==> src/rtl/pll_dyn_ctrl_if.sv <==
// Reprogramming request channel into the PLL supervisor: a valid/ready handshake carrying
// a channel index and a new divider, plus a one-cycle reject pulse back to the requester.
interface pll_dyn_ctrl_if #(
  parameter int unsigned RW = 10
) ();
  logic          cfg_valid;
  logic          cfg_ready;
  logic [2:0]    cfg_ch;
  logic [RW-1:0] cfg_ratio;
  logic          cfg_err;

  modport master (
    output cfg_valid,
    output cfg_ch,
    output cfg_ratio,
    input  cfg_ready,
    input  cfg_err
  );

  modport slave (
    input  cfg_valid,
    input  cfg_ch,
    input  cfg_ratio,
    output cfg_ready,
    output cfg_err
  );
endinterface

==> src/rtl/pll_dyn_ctrl.sv <==
// Supervisor for a dynamically reconfigurable PLL: sequences PLL reset, filters the async
// lock, retries on lock timeout and applies run-time divider changes only while the PLL is
// held in reset.
module pll_dyn_ctrl #(
  parameter int unsigned          NUM_CH       = 2,
  parameter int unsigned          RW           = 10,
  parameter logic [NUM_CH*RW-1:0] INIT_RATIO   = {10'd12, 10'd12},
  parameter int unsigned          RST_CYCLES   = 16,
  parameter int unsigned          LOCK_FILT    = 64,
  parameter int unsigned          LOCK_TIMEOUT = 65536,
  parameter int unsigned          MAX_RETRY    = 3
) (
  input  logic                 sys_clk,
  input  logic                 sys_rst_n,
  input  logic                 pll_lock,
  pll_dyn_ctrl_if.slave        cfg,
  output logic                 pll_rst,
  output logic [NUM_CH*RW-1:0] ratio_o,
  output logic [NUM_CH*RW-1:0] duty_o,
  output logic                 locked,
  output logic                 clk_rst_n,
  output logic                 fail,
  output logic [7:0]           relock_cnt
);

  // One counter serves both the reset hold and the lock timeout.
  localparam int unsigned CntMax = (LOCK_TIMEOUT > RST_CYCLES) ? LOCK_TIMEOUT : RST_CYCLES;
  localparam int unsigned CW     = $clog2(CntMax + 1);
  localparam int unsigned FW     = $clog2(LOCK_FILT + 1);
  localparam int unsigned RTW    = $clog2(MAX_RETRY + 1);

  typedef enum logic [1:0] {StRst, StWaitLock, StStable, StFail} state_e;

  state_e                 state_q, state_d;
  logic [CW-1:0]          cnt_q, cnt_d;
  logic [FW-1:0]          filt_q, filt_d;
  logic [RTW-1:0]         retry_q, retry_d;
  logic [7:0]             relock_q, relock_d;
  logic [NUM_CH*RW-1:0]   ratio_q, ratio_d;
  logic                   err_q, err_d;
  logic                   lock_meta, lock_s;
  logic                   accept, legal;

  // Two-flop synchroniser for the asynchronous PLL lock.
  always_ff @(posedge sys_clk) begin
    if (!sys_rst_n) begin
      lock_meta <= 1'b0;
      lock_s    <= 1'b0;
    end else begin
      lock_meta <= pll_lock;
      lock_s    <= lock_meta;
    end
  end

  assign accept = cfg.cfg_valid & cfg.cfg_ready;
  assign legal  = (cfg.cfg_ratio != '0) && (32'(cfg.cfg_ch) < NUM_CH);

  // Next-state logic: lock sequencing first, then an accepted request overrides the state.
  always_comb begin
    state_d  = state_q;
    cnt_d    = cnt_q;
    filt_d   = filt_q;
    retry_d  = retry_q;
    relock_d = relock_q;
    ratio_d  = ratio_q;
    err_d    = 1'b0;

    unique case (state_q)
      StRst: begin
        cnt_d = cnt_q + CW'(1);
        if (cnt_q == CW'(RST_CYCLES - 1)) state_d = StWaitLock;
      end
      StWaitLock: begin
        cnt_d  = cnt_q + CW'(1);
        filt_d = lock_s ? filt_q + FW'(1) : '0;
        if (lock_s && (filt_q == FW'(LOCK_FILT - 1))) begin
          state_d = StStable;
          retry_d = '0;
        end else if (cnt_q == CW'(LOCK_TIMEOUT - 1)) begin
          retry_d = retry_q + RTW'(1);
          state_d = (retry_d == RTW'(MAX_RETRY)) ? StFail : StRst;
        end
      end
      StStable: begin
        if (!lock_s) begin
          state_d  = StRst;
          relock_d = (relock_q == 8'hFF) ? relock_q : relock_q + 8'd1;
        end
      end
      StFail: begin
        state_d = StFail;
      end
    endcase

    if (accept) begin
      if (legal) begin
        state_d = StRst;
        retry_d = '0;
        for (int i = 0; i < NUM_CH; i++) begin
          if (cfg.cfg_ch == 3'(i)) ratio_d[i*RW +: RW] = cfg.cfg_ratio;
        end
      end else begin
        err_d = 1'b1;
      end
    end

    // Counters restart on every state entry.
    if (state_d != state_q) begin
      cnt_d  = '0;
      filt_d = '0;
    end
  end

  // State and datapath registers, synchronous active-low reset.
  always_ff @(posedge sys_clk) begin
    if (!sys_rst_n) begin
      state_q  <= StRst;
      cnt_q    <= '0;
      filt_q   <= '0;
      retry_q  <= '0;
      relock_q <= '0;
      ratio_q  <= INIT_RATIO;
      err_q    <= 1'b0;
    end else begin
      state_q  <= state_d;
      cnt_q    <= cnt_d;
      filt_q   <= filt_d;
      retry_q  <= retry_d;
      relock_q <= relock_d;
      ratio_q  <= ratio_d;
      err_q    <= err_d;
    end
  end

  assign pll_rst       = (state_q == StRst) || (state_q == StFail);
  assign locked        = (state_q == StStable);
  assign clk_rst_n     = (state_q == StStable);
  assign fail          = (state_q == StFail);
  assign cfg.cfg_ready = (state_q == StStable) || (state_q == StFail);
  assign cfg.cfg_err   = err_q;
  assign ratio_o       = ratio_q;
  // Duty field equal to the divider gives 50% duty.
  assign duty_o        = ratio_q;
  assign relock_cnt    = relock_q;

endmodule

==> src/flat_wrapper.sv <==
// flat-port wrapper written by rule: the top's interface ports become plain ports
module pll_dyn_ctrl_flat 
#(
  parameter int unsigned          NUM_CH       = 2,
  parameter int unsigned          RW           = 10,
  parameter logic [NUM_CH*RW-1:0] INIT_RATIO   = {10'd12, 10'd12},
  parameter int unsigned          RST_CYCLES   = 16,
  parameter int unsigned          LOCK_FILT    = 64,
  parameter int unsigned          LOCK_TIMEOUT = 65536,
  parameter int unsigned          MAX_RETRY    = 3
)
  (sys_clk, sys_rst_n, pll_lock, pll_rst, ratio_o, duty_o, locked, clk_rst_n, fail, relock_cnt, cfg_cfg_valid, cfg_cfg_ch, cfg_cfg_ratio, cfg_cfg_ready, cfg_cfg_err);
  pll_dyn_ctrl_if #(.RW(RW)) cfg_i ();
  input  logic sys_clk;
  input  logic sys_rst_n;
  input  logic pll_lock;
  output logic pll_rst;
  output logic [NUM_CH*RW-1:0] ratio_o;
  output logic [NUM_CH*RW-1:0] duty_o;
  output logic locked;
  output logic clk_rst_n;
  output logic fail;
  output logic [7:0] relock_cnt;
  input wire logic [$bits(cfg_i.cfg_valid)-1:0] cfg_cfg_valid;
  input wire logic [$bits(cfg_i.cfg_ch)-1:0] cfg_cfg_ch;
  input wire logic [$bits(cfg_i.cfg_ratio)-1:0] cfg_cfg_ratio;
  output wire logic [$bits(cfg_i.cfg_ready)-1:0] cfg_cfg_ready;
  output wire logic [$bits(cfg_i.cfg_err)-1:0] cfg_cfg_err;
  assign cfg_i.cfg_valid = cfg_cfg_valid;
  assign cfg_i.cfg_ch = cfg_cfg_ch;
  assign cfg_i.cfg_ratio = cfg_cfg_ratio;
  assign cfg_cfg_ready = cfg_i.cfg_ready;
  assign cfg_cfg_err = cfg_i.cfg_err;
  pll_dyn_ctrl #(.NUM_CH(NUM_CH), .RW(RW), .INIT_RATIO(INIT_RATIO), .RST_CYCLES(RST_CYCLES), .LOCK_FILT(LOCK_FILT), .LOCK_TIMEOUT(LOCK_TIMEOUT), .MAX_RETRY(MAX_RETRY)) u_core (.sys_clk(sys_clk), .sys_rst_n(sys_rst_n), .pll_lock(pll_lock), .cfg(cfg_i), .pll_rst(pll_rst), .ratio_o(ratio_o), .duty_o(duty_o), .locked(locked), .clk_rst_n(clk_rst_n), .fail(fail), .relock_cnt(relock_cnt));
endmodule
==> config.mk <==
export PLATFORM = sky130hd
export DESIGN_NAME = pll_dyn_ctrl_flat
export DESIGN_NICKNAME = d
export VERILOG_FILES = /design/src/rtl/pll_dyn_ctrl_if.sv /design/src/rtl/pll_dyn_ctrl.sv /design/src/flat_wrapper.sv
export SDC_FILE = /design/constraint.sdc
export NUM_CORES = 1
export LEC_CHECK = 0
export BUFFER_PORTS_ARGS = -buffer_cell sky130_fd_sc_hd__buf_4
export CORE_UTILIZATION = 50
export CTS_BUF_LIST = sky130_fd_sc_hd__clkbuf_4
export DETAILED_ROUTE_END_ITERATION = 7
export PLACE_DENSITY = 0.9
export SLEW_MARGIN = 20
export SYNTH_ARGS = -nofsm -noshare
export SYNTH_HDL_FRONTEND = slang
export SYNTH_SLANG_ARGS = --single-unit
==> constraint.sdc <==
create_clock -name sys_clk -period 2.6 [get_ports sys_clk]
set_input_delay 0.26 -clock sys_clk [delete_from_list [all_inputs] [get_ports sys_clk]]
set_output_delay 0.26 -clock sys_clk [all_outputs]
set_load 0.005 [all_outputs]
Yosys cells after proc, flatten, opt, wreduce, memory -nomap -nowiden:

Cells that the tools add are included.

* shifts and indexed selects: 0
* multiplexer cells: 15
* div/mod/pow operators: 0
* add/subtract/negate cells: 4
* order comparisons: 1
* multiply operators: 0
* bitwise logic cells: 4
* reduce and logical (&&, ||, !) cells: 13
* eq/ne operators: 10

Operator list (number)
* 2-bit two-way mux: 12
* 17-bit by 1-bit adder with 17-bit output, second input constant: 1
* 17-bit by 16-bit == test with 1-bit output, second input constant: 1
* 17-bit by 4-bit == test with 1-bit output, second input constant: 1
* 10-bit nonzero test: 1
* 3-bit AND reduction: 3
* 8-bit by 1-bit adder with 8-bit output, second input constant: 1
* 8-bit == test, second input constant: 1
* 2-bit case mux with 4 select lines: 1
* 7-bit by 1-bit adder with 7-bit output, second input constant: 1
* 7-bit by 6-bit == test with 1-bit output, second input constant: 1
* 7-bit two-way mux: 1
* 2-bit == test, second input constant: 3
* 2-bit OR reduction: 2
* 3-bit by 1-bit == test with 1-bit output, second input constant: 1
* 3-bit logical NOT: 1
* 3-bit by 2-bit less-than comparator with 1-bit output, second input constant: 1
* 1-bit inverter: 3
* 2-bit by 1-bit adder with 2-bit output, second input constant: 1
* 2-bit by 1-bit == test with 1-bit output, second input constant: 1
* 1-bit logical AND: 2
* 2-bit logical NOT: 1
* 1-bit logical OR: 2
* 2-bit != test: 1
* 3 further kinds: 3

* memory bits (writable): 0
* bits in registers: 59
* memories: 0
* latch bits: 0
* output and inout port bits: 54
* input bits: 17
* ROM bits: 0

Logic depth before layout (Yosys ltp):

* word-level depth: 10
* mapped depth: 13

Worst setup path after synthesis:

OpenSTA, ideal clock, no wires.

* path kind: register to register
* start point: register u_core.cnt_q[6]
* end point: register u_core.cnt_q[3]
* data arrival time: 2563 ps
* stages on the path, launching flop included: 14
* clock period less this slack: 2678 ps
* path slack: -78 ps
* cell sequence: dfxtp_1 -> and4_1 -> and3_1 -> and3_1 -> nand2_1 -> nor3_1 -> ha_1 -> mux2i_1 -> o32a_1 -> nor2b_1 -> o31a_1 -> o211ai_4 -> buf_6 -> nor2_1

* longest elaborated chain between the ends: 8
* elaborated cells on any way between the ends: 10
* those cells by class: eq/ne (3); mux (6); reduce/logical (1)

RTL lines
* start: declaration: RTL line pll_dyn_ctrl.sv:35 `logic [CW-1:0] cnt_q, cnt_d;`
* start signal: assignment: RTL line pll_dyn_ctrl.sv:126 `cnt_q <= cnt_d;`
* 17-bit by 16-bit == test with 1-bit output: RTL line pll_dyn_ctrl.sv:79 `end else if (cnt_q == CW'(LOCK_TIMEOUT - 1)) begin`
* 2-bit two-way mux: RTL line pll_dyn_ctrl.sv:79
* 2-bit two-way mux: RTL line pll_dyn_ctrl.sv:76 `if (lock_s && (filt_q == FW'(LOCK_FILT - 1))) begin`
* 2-bit case mux with 4 select lines *: RTL line pll_dyn_ctrl.sv:68 `unique case (state_q)`
* 2-bit two-way mux: RTL line pll_dyn_ctrl.sv:96 `if (legal) begin`
* 2-bit two-way mux *: RTL line pll_dyn_ctrl.sv:95 `if (accept) begin`
* 2-bit != test *: RTL line pll_dyn_ctrl.sv:108 `if (state_d != state_q) begin`
* 2-bit OR reduction (no line) *

Every way passes the cells marked *; elsewhere a longest branch is shown, timed or not.
A chain may end at the register's enable or synchronous reset.

Worst setup path in the final report:

* start point: register u_core.cnt_q[7]
* end point: register u_core.cnt_q[8]

* longest elaborated chain between the ends: 8
* elaborated cells on any way between the ends: 11
* those cells by class: add/sub (1); eq/ne (3); mux (6); reduce/logical (1)

RTL lines (RTL line)
* 17-bit by 16-bit == test with 1-bit output: pll_dyn_ctrl.sv:79
* 2-bit two-way mux: pll_dyn_ctrl.sv:79
* 2-bit two-way mux: pll_dyn_ctrl.sv:76
* 2-bit case mux with 4 select lines: pll_dyn_ctrl.sv:68
* 2-bit two-way mux: pll_dyn_ctrl.sv:96
* 2-bit two-way mux: pll_dyn_ctrl.sv:95
* 2-bit != test: pll_dyn_ctrl.sv:108
* 2-bit OR reduction (no line)

Parallel ways exist; a longest one is shown, timed or not.

==> summary.md <==
| Metric | Value |
|---|---|
| Status | `finished with violations` |
| Failing checks | `setup timing` |
| Inserted Clock Buffers | `9` |
| I/O Pins | `71` |
| Register-to-register setup slack | `-0.06 ns` |
| Clock root cell | `clkbuf_4` |
| Area delta synth->final | `22.9%` |
| Yosys top cell by area | `dfxtp_1` |
| Reg area | `1190 um2` |
| Port bufs | `70` |
| Largest net degree at the start of global routing | `35` |
| Die height | `78.3 um` |
| WS Path Type | `reg -> reg` |
| Footprint of the multi-input gates | `1500 um2` |
| Crit-path max FO | `24` |
| Maxcap violations | `0` |
| Final instance area | `3570 um2` |
| CP Launch Point | `u_core.cnt_q[7]` |
| DRC | `0` |
| CP most frequent cell | `and3_4` |
| CP Capture Type | `flip-flop` |
| Vias per inst | `5.45` |
| #FFs+latches synth | `59` |
| Placed insts | `443` |
| CTS tree | `yes` |
| First-pass GRT wire length | `10,900 um` |
| FFs w/ async S/R, synth | `0%` |
| Register area share after synthesis | `40.6%` |
| Crit-path cells | `and4_4 > and3_4 > and3_4 > nand2_2 > nor3_2 > ha_2 > mux2_2 > o311ai_2 > a21oi_1 > o211ai_1 > o211ai_4 > buf_12 > nor2_1` |
| Most frequent cells in the layout | `82 x buf_4, 55 x dfxtp_1, 30 x nor2_1` |
| Max incr delay on CP | `0.36 ns` |
| Cell Area, Synth | `2910 um2` |
| H-tree levels | `3` |
| Final setup fails | `24` |
| Layout net count | `408` |
| Minimum clock period | `2.66 ns` |
| Drt first pass iters | `4` |
| Max-slew headroom | `63.0%` |
| Pre-CTS setup slack | `-0.140 ns` |
| Vias | `2,501` |
| Lkg Pwr | `0.00148 uW` |
| Number of library cell types mapped by synthesis | `45` |
| Die Width | `78.3 um` |
| Antenna cells | `0` |
| Power per cell area | `620 nW/um2` |
| R2R Path Start | `u_core.cnt_q[7]` |
| DP Area | `3420 um2` |
| Crit path to | `u_core.cnt_q[8]` |
| Maximum vdd drop | `0.000382 V` |
| Antenna Violating Nets Remaining | `0` |
| Syn_area_per_cell | `9.03 um2` |
| Clk slew on worst S/H paths | `0.11 ns` |
| Post-synthesis cell count | `322` |
| WP data arrival | `2.99 ns` |
| Layout Cells excl Fill | `459` |
| Critical path launch point type | `flip-flop` |
| Clock Path Buffers | `2` |
| Period utilization | `102%` |
| Fillers | `424` |
| Main synth FF type | `dfxtp_1` |
| Reg2reg end | `u_core.cnt_q[8]` |
| Top cell type's share of synthesized area | `40.6%` |
| Iteration-0 DRC count of the detailed router | `151` |
| Synth area leaders | `dfxtp_1 41%, mux2i_1 7.6%, buf_4 5.7%, nor2_1 4.0%, xor2_1 3.9%` |
| Hold Fails Final Rpt | `0` |
| RSZ-0062 raised after global routing | `yes` |
| Commonest non-fill, non-tap cell in the layout | `buf_4` |
| Starting Density | `52.5%` |
| Wirelength per Cell | `14.8 um` |
| DP Wirelength | `4700 um` |
| Global route total overflow | `0` |
| Peak Freq | `0.376 GHz` |
| Vias in the first global route | `2,353` |
| Core area | `5540 um2` |
| Detailed-route wire length | `6800 um` |
| YS warnings | `0` |
| Skew-Pair Late Insertion Delay | `0.41 ns` |
| Skew final | `0.0173 ns` |
| Worst Reg-to-Reg Cells | `13` |
| Cell Rows | `27` |
| Syn nets | `348` |
| EDFF count, synth | `0` |
| Final slew viol count | `0` |
| Clk sinks | `59` |
| HP Class | `in -> reg` |
| Final WS setup | `-0.0598 ns` |
| Slowest CP cell | `mux2_2` |
| CP Data Required Time | `2.93 ns` |
| Die area | `6130 um2` |
| Layout cells sized above 1 | `30.2%` |
| Pin slew with the least headroom to its limit | `0.547 ns` |
| GP Congestion | `0.854` |
| Gr usage total | `23.1%` |
| Initial antenna violation count | `0` |
==> kinds of logic (layout without fill, tap and decap cells) <==
logic type | after synthesis | in the layout | synth area share (%)
AOI/OAI and AO/OA | 36 | 36 | 8.60
xor gates and xnor gates | 21 | 21 | 6.32
adders and majority gates | 9 | 9 | 3.87
buffers and inverters | 42 | 107 | 8.90
DFF | 59 | 59 | 40.6
muxes | 23 | 23 | 7.96
and+or+nand+nor | 132 | 132 | 23.7
==> worst max-delay path, delay by kind of cell (launching register included) <==
kind                     cells  cell delay, ns
AO/OA/AOI/OAI                4            0.54
adder cells (fa/ha/maj)      1            0.23
buffers and inverters        1            0.18
flip-flops                   1            0.34
multiplexers                 1            0.36
AND/OR/NAND/NOR              6            0.95
==> worst min-delay path by stage <==
stage	startpoint	endpoint	cells after the start
6_report	pll_lock	u_core.lock_meta	2
5_1_grt	pll_lock	u_core.lock_meta	2
4_1_cts	pll_lock	u_core.lock_meta	2
3_5_place_dp	u_core.lock_meta	u_core.lock_s	1
3_3_place_gp	u_core.lock_meta	u_core.lock_s	1
2_1_floorplan	cfg_cfg_ratio[2]	u_core.duty_o[12]	2
==> power by group <==
group / total [uW] / switching [uW] / leakage, uW / internal, uW
clock network: 636 / 340 / 0.0000752 / 296
logic: 579 / 327 / 0.000928 / 252
registers: 1000 / 56.6 / 0.000479 / 943
==> routing by layer <==
metal | up-vias | wire length, um | GRT usage (%)
li1 | 1212 | - | -
met1 | 1177 | 2840 | 25.0
met2 | 92 | 3380 | 40.5
met3 | 20 | 378 | 6.63
met4 | 0 | 199 | 12.2
met5 | - | 0 | 0
==> final cells by class <==
type / count / area share (%)
timing repair buffer: 83 / 17.8
sequential: 59 / 33.2
tap: 72 / 2.52
inverter: 8 / 0.840
clock buffer: 10 / 2.10
multi-input combinational: 221 / 42.0
clock inverter: 6 / 1.58
==> timing repair <==
action	in CTS	in global routing
hold buffers	0	0
pin swaps	3	4
gates resized for setup	7	2
endpoints found under the setup margin	24	24
buffers inserted	0	0
==> stage by stage <==
stage / power, uW / TNS (ns) / hold WS (ns) / utilization [%]
2_1_floorplan: 1400 / 0 / 0.385 / -
3_3_place_gp: 1560 / 0 / 0.416 / 61.7
3_5_place_dp: 1590 / -2.58 / 0.420 / 61.7
4_1_cts: 2210 / -1.80 / 0.0373 / 64.5
5_1_grt: 2320 / -4.46 / 0.0345 / 64.5
6_report: 2220 / -1.06 / 0.0488 / 64.5
==> synth_stat cells (all sizes together), types with 2 or more instances <==
| master | instances |
|---|---|
| ha | 9 |
| nor2b | 18 |
| a31oi | 2 |
| nand3 | 13 |
| inv | 8 |
| xnor2 | 8 |
| a21oi | 12 |
| xor2 | 13 |
| and3 | 4 |
| nor4 | 6 |
| nand2 | 26 |
| nand4 | 9 |
| or2 | 2 |
| mux2i | 22 |
| o211ai | 3 |
| dfxtp | 59 |
| or3 | 3 |
| nor3 | 7 |
| buf | 27 |
| o21ai | 7 |
| nor2 | 32 |
| and2 | 7 |
| a21boi | 3 |
| clkbuf | 7 |
==> flip-flops by register name (all words and copies together), names as in the netlist <==
signal and flops:
u_core.retry_q 2, u_core.cnt_q 17, u_core.filt_q 7, u_core.lock_meta 1
u_core.duty_o 20, u_core.lock_s 1, u_core.state_q 2, u_core.cfg.cfg_err 1
u_core.relock_cnt 8
Power figures use the tool's default switching activity.
